**src/rtl/alu_op_sequencer.sv**
```systemverilog
// rtl/alu_op_sequencer.sv - fetch/decode/execute control sequencer for register ALU instructions
module alu_op_sequencer #(
    parameter int RCOUNT = 16
) (
    input  logic              Clock,
    input  logic              clear,
    input  logic              Run,
    input  logic              Mem_ready,
    input  logic [31:0]       IR,
    output logic              PCout,
    output logic              Zlowout,
    output logic              Zhighout,
    output logic              MDRout,
    output logic              MARin,
    output logic              PCin,
    output logic              MDRin,
    output logic              IRin,
    output logic              Yin,
    output logic              IncPC,
    output logic              Read,
    output logic              Zin_low,
    output logic              Zin_high,
    output logic              HIin,
    output logic              LOin,
    output logic [RCOUNT-1:0] Rin,
    output logic [RCOUNT-1:0] Rout,
    output logic [3:0]        operation,
    output logic              Done,
    output logic              Fault
);

    typedef enum logic [3:0] {
        S_IDLE, S_T0, S_T1, S_T2, S_T3, S_T4, S_T5, S_T6, S_FAULT
    } state_t;

    state_t state, state_nxt;

    logic [4:0] opc;
    logic [3:0] ra, rb, rc;
    logic [3:0] op_code;
    logic       legal, is_unary, is_wide;
    logic       unused_ir;

    assign opc       = IR[31:27];
    assign ra        = IR[26:23];
    assign rb        = IR[22:19];
    assign rc        = IR[18:15];
    assign unused_ir = ^IR[14:0];

    // Register indices beyond RCOUNT select nothing rather than aliasing.
    function automatic logic [RCOUNT-1:0] onehot(input logic [3:0] idx);
        logic [RCOUNT-1:0] v;
        v = '0;
        for (int i = 0; i < RCOUNT; i++) begin
            if (int'(idx) == i) v[i] = 1'b1;
        end
        return v;
    endfunction

    always_comb begin
        op_code  = 4'b0000;
        legal    = 1'b1;
        is_unary = 1'b0;
        is_wide  = 1'b0;
        case (opc)
            5'b00000: op_code = 4'b1101;
            5'b00001: op_code = 4'b1110;
            5'b00010: op_code = 4'b1010;
            5'b00011: op_code = 4'b1011;
            5'b00100: op_code = 4'b0101;
            5'b00101: op_code = 4'b0110;
            5'b00110: op_code = 4'b0111;
            5'b00111: op_code = 4'b1000;
            5'b01111: begin op_code = 4'b0011; is_wide  = 1'b1; end
            5'b10000: begin op_code = 4'b0100; is_wide  = 1'b1; end
            5'b10001: begin op_code = 4'b0001; is_unary = 1'b1; end
            5'b10010: begin op_code = 4'b0010; is_unary = 1'b1; end
            default:  legal = 1'b0;
        endcase
    end

    always_ff @(posedge Clock or posedge clear) begin
        if (clear) state <= S_IDLE;
        else       state <= state_nxt;
    end

    always_comb begin
        state_nxt = state;
        PCout     = 1'b0;
        Zlowout   = 1'b0;
        Zhighout  = 1'b0;
        MDRout    = 1'b0;
        MARin     = 1'b0;
        PCin      = 1'b0;
        MDRin     = 1'b0;
        IRin      = 1'b0;
        Yin       = 1'b0;
        IncPC     = 1'b0;
        Read      = 1'b0;
        Zin_low   = 1'b0;
        Zin_high  = 1'b0;
        HIin      = 1'b0;
        LOin      = 1'b0;
        Rin       = '0;
        Rout      = '0;
        operation = 4'b0000;
        Done      = 1'b0;
        Fault     = 1'b0;
        case (state)
            S_IDLE: if (Run) state_nxt = S_T0;
            S_T0: begin
                PCout     = 1'b1;
                MARin     = 1'b1;
                IncPC     = 1'b1;
                Zin_low   = 1'b1;
                state_nxt = S_T1;
            end
            S_T1: begin
                Zlowout = 1'b1;
                PCin    = 1'b1;
                Read    = 1'b1;
                MDRin   = 1'b1;
                if (Mem_ready) state_nxt = S_T2;
            end
            S_T2: begin
                MDRout    = 1'b1;
                IRin      = 1'b1;
                state_nxt = S_T3;
            end
            S_T3: begin
                // An illegal opcode leaves the bus idle and parks in FAULT.
                if (!legal) begin
                    state_nxt = S_FAULT;
                end else begin
                    Rout      = onehot(rb);
                    Yin       = 1'b1;
                    state_nxt = S_T4;
                end
            end
            S_T4: begin
                operation = op_code;
                Zin_low   = 1'b1;
                Zin_high  = is_wide;
                Rout      = is_unary ? onehot(rb) : onehot(rc);
                state_nxt = S_T5;
            end
            S_T5: begin
                operation = op_code;
                Zlowout   = 1'b1;
                if (is_wide) begin
                    LOin      = 1'b1;
                    state_nxt = S_T6;
                end else begin
                    Rin       = onehot(ra);
                    Done      = 1'b1;
                    state_nxt = Run ? S_T0 : S_IDLE;
                end
            end
            S_T6: begin
                operation = op_code;
                Zhighout  = 1'b1;
                HIin      = 1'b1;
                Done      = 1'b1;
                state_nxt = Run ? S_T0 : S_IDLE;
            end
            S_FAULT: Fault = 1'b1;
            default: state_nxt = S_IDLE;
        endcase
    end

endmodule

```
**config.mk**
```make
export PLATFORM = sky130hd
export DESIGN_NAME = alu_op_sequencer
export DESIGN_NICKNAME = d
export VERILOG_FILES = /design/src/rtl/alu_op_sequencer.sv
export SDC_FILE = /design/constraint.sdc
export NUM_CORES = 1
export LEC_CHECK = 0
export BUFFER_PORTS_ARGS = -buffer_cell sky130_fd_sc_hd__buf_2
export CAP_MARGIN = 20
export CORE_MARGIN = 3
export CORE_UTILIZATION = 30
export DETAILED_ROUTE_END_ITERATION = 10
export GPL_TIMING_DRIVEN = 0
export HOLD_SLACK_MARGIN = 0.12
export PLACE_DENSITY_LB_ADDON = 0.12
export SYNTH_ARGS = -nofsm -noshare
export SYNTH_HDL_FRONTEND = slang
export SYNTH_SLANG_ARGS = --single-unit
```
**constraint.sdc**
```tcl
create_clock -name Clock -period 5.45 [get_ports Clock]
set_clock_uncertainty 0.1 [all_clocks]
set_input_delay 1.09 -clock Clock [delete_from_list [all_inputs] [get_ports Clock]]
set_output_delay 1.09 -clock Clock [all_outputs]
set_load 0.01 [all_outputs]
```
==> flow_summary_export.csv <==
group,metric,value,unit
critical_path,crit_path_top_delay_cell,"a211oi_1",
hold_path,hp-class,"register to register",
sta,finalSetupViolCount,0,
synthesis,syn_nets,236,
synthesis,yosysUniqueCellTypes,43,
placement,dp_hpwl,3170,um
sta,finalSetupTns,0,ns
critical_path,crit_path_end_kind,"output pin",
sta,rsz0062_at_grt,"no",
route,dr.first_iter.drc_count,62,
finish,areaGrowthSynthToFinish,34.7,%
route,drt_first_pass_iters,4,
clock_network,numCtsBuffers,3,
outcome,status,"finished, final reports clean",
flow_run,drv_cap,0,
clock_network,hold_buffers,0,
power,ir_worst_vdd,0.128,mV
sta,holdWs,0.558,ns
route,num_vias,1654,
synthesis,synth-main-ff-cell,"dfrtp_1",
route,vias_per_cell,5.15,
critical_path,cp.required,4.26,ns
floorplanning,die-area,5090,um2
clock_network,cts_tree,"done",
clock_network,clk_latency,0.21,ns
finish,final_cells,321,
floorplanning,io_pins,89,
clock_network,cts_sinks,4,
critical_path,crit_path_frequent_cell,"buf_2",
synthesis,netlist_instances,200,
critical_path,worstSetupPathType,"input pin to output pin",
synthesis,synth_seq_area_share,0.0781,
power,p_per_area,237,nW/um2
clock_network,cts_resized,0,
critical_path,critPathTopFamily,"compound AO/OA/AOI/OAI gates",
synthesis,yosys_warnings,0,
critical_path,critPathBufInv,3,
critical_path,crit_cells,7,
grt,grt_pass1_wl,6780,um
sta,drv_slew,0,
finish,largest-register,"state",
finish,fill_cells,450,
critical_path,worstReg2RegStart,"state[0]$_DFFE_PP0P_",
finish,nets,309,
route,drc,0,
synthesis,synth-seq-cells,4,
clock_network,cts-root-buf,"clkbuf_8",
critical_path,max_stage_delay,0.48,ns
placement,io_buffer_count,68,
synthesis,synth-edff-count,0,
sta,relSlewSlack,0.568,
floorplanning,die_h,71.4,um
floorplanning,die_w,71.4,um
hold_path,hp-start,"state[1]$_DFFE_PP0P_",
clock_network,clock_path_buffers,2,
finish,antennaDiodeCount,0,
critical_path,ff2ff_path_depth,4,
floorplanning,core_area,4060,um2
critical_path,worst_setup_path_start_kind,"input pin",
synthesis,synth_area,1280,um2
sta,hold_viol,0,
floorplanning,rows,23,
synthesis,synthArstFlopShare,1.00,
grt,grt_pass1_vias,1489,
sta,period_needed,4.02,ns
grt,antenna_found_initial,0,
placement,dp_cells,318,
route,post_drt_wl_per_cell,12.8,um
sta,finalCritPeriodShare,0.738,
grt,track_usage,0.156,
clock_network,post_cts_buffers,0,
critical_path,path_max_fanout,10,
grt,grt_max_degree,11,
hold_path,whs_path_depth,2,
floorplanning,start_util,0.316,
finish,drive_above_1_share,0.343,
sta,max_freq,248,MHz
finish,largest_register_ffs,4,
finish,top_regs,"state (4)",
critical_path,arrival,2.83,ns
clock_network,htreeDepth,1,
clock_network,clk_pin_slew_worst_paths,0.03,ns
placement,place_congestion,0.821,
power,p_leak,0.931,nW
critical_path,path_cells,"buf_2 > buf_2 > a211oi_1 > o31ai_1 > or3_1 > o22ai_1 > buf_2",
route,ant_nets,0,
hold_path,hold_path_end,"state[3]$_DFFE_PP0P_",
synthesis,syn_area_per_cell,6.41,um2
route,routed_wirelength,4100,um
sta,worst_pin_slew,0.642,ns
critical_path,reg2reg_to,"state[2]$_DFFE_PP0P_",
power,power,0.409,mW
grt,grt_remaining_overflow,0,
critical_path,reg2reg_setup_slack,3.84,ns
==> kinds of logic (layout without fill, tap and decap cells) <==
logic type      after synthesis  count (layout)  synth area share
flops                         4               4            0.0781
buf+inv                      23              94             0.104
xor+xnor                      1               1           0.00684
mux                          17              17             0.133
simple gates                116             116             0.463
compound gates               39              39             0.215
==> synthesized netlist by cell type, drive strengths merged, types with 2 or more instances <==
cell,count,area share
nand2b,13,0.063
inv,3,0.0088
nor3b,3,0.021
mux2i,17,0.13
nor2,47,0.14
nor3,19,0.078
o21ai,5,0.022
a21oi,7,0.027
nor2b,6,0.029
buf,12,0.072
clkbuf,8,0.023
o2bb2ai,3,0.021
nand4,2,0.0098
nand2,12,0.035
a22oi,2,0.022
nand4b,2,0.014
o22ai,13,0.063
dfrtp,4,0.078
or2,4,0.020
==> where the power goes <==
part | total [mW] | switching (mW) | internal (mW)
logic | 0.291 | 0.168 | 0.123
registers | 0.0566 | 0.0141 | 0.0424
clock network | 0.0616 | 0.0146 | 0.0470
total | 0.409 | 0.196 | 0.213
==> cell type report <==
type | instances | area, um2 | area share
multi-input cells | 173 | 1050 | 0.607
repair buffers | 68 | 340 | 0.197
plain buffers | 20 | 123 | 0.0711
flip-flops and latches | 4 | 100 | 0.0580
well taps | 50 | 62.6 | 0.0363
clock buffers | 3 | 41.3 | 0.0239
inverters | 3 | 11.3 | 0.00653
==> worst max path at each step <==
stage                     startpoint       end
final                         IR[27]  Rout[12]
after detailed placement      IR[31]  Rout[13]
after CTS                     IR[31]  Rout[13]
after global routing          IR[27]   Rout[0]
after floorplan               IR[28]    Rin[0]
after global placement        IR[31]   Rout[1]
==> cells in the final DEF (no fill, tap or decap), drive strengths merged, types with 4 or more instances in the layout <==
cell type / instances
o21ai: 5
or2: 4
nor2b: 6
nor3: 19
a21oi: 7
nand2: 12
buf: 80
clkbuf: 11
mux2i: 17
dfrtp: 4
o22ai: 13
nor2: 47
nand2b: 13
==> per-stage QoR <==
| stage | worst slack [ns] | util | area [um2] |
|---|---|---|---|
| 6_report | 1.43 | 0.425 | 1730 |
| 4_1_cts | 1.41 | 0.425 | 1730 |
| 3_3_place_gp | 1.44 | 0.415 | 1680 |
| 3_5_place_dp | 1.41 | 0.415 | 1680 |
| 5_1_grt | 1.19 | 0.425 | 1730 |
| 2_1_floorplan | 1.76 | - | 1280 |
==> worst reg2reg max path, cell delays in order, from the launching register on <==
cell and delay [ns]:
dfrtp_1 0.40, clkbuf_1 0.21, or2_2 0.36, o41ai_1 0.30
a311oi_1 0.09
==> routing by layer <==
layer  share of wire  routed length [um]  track usage  up-vias
li1                -                   -            -      857
met1            0.48                1960        0.228      719
met2            0.43                1780        0.247       76
met3           0.085                 348       0.0210        2
met4          0.0034                  14       0.0251        0
met5               0                   0            0        -
No activity file was read; power rests on OpenSTA's default activity.
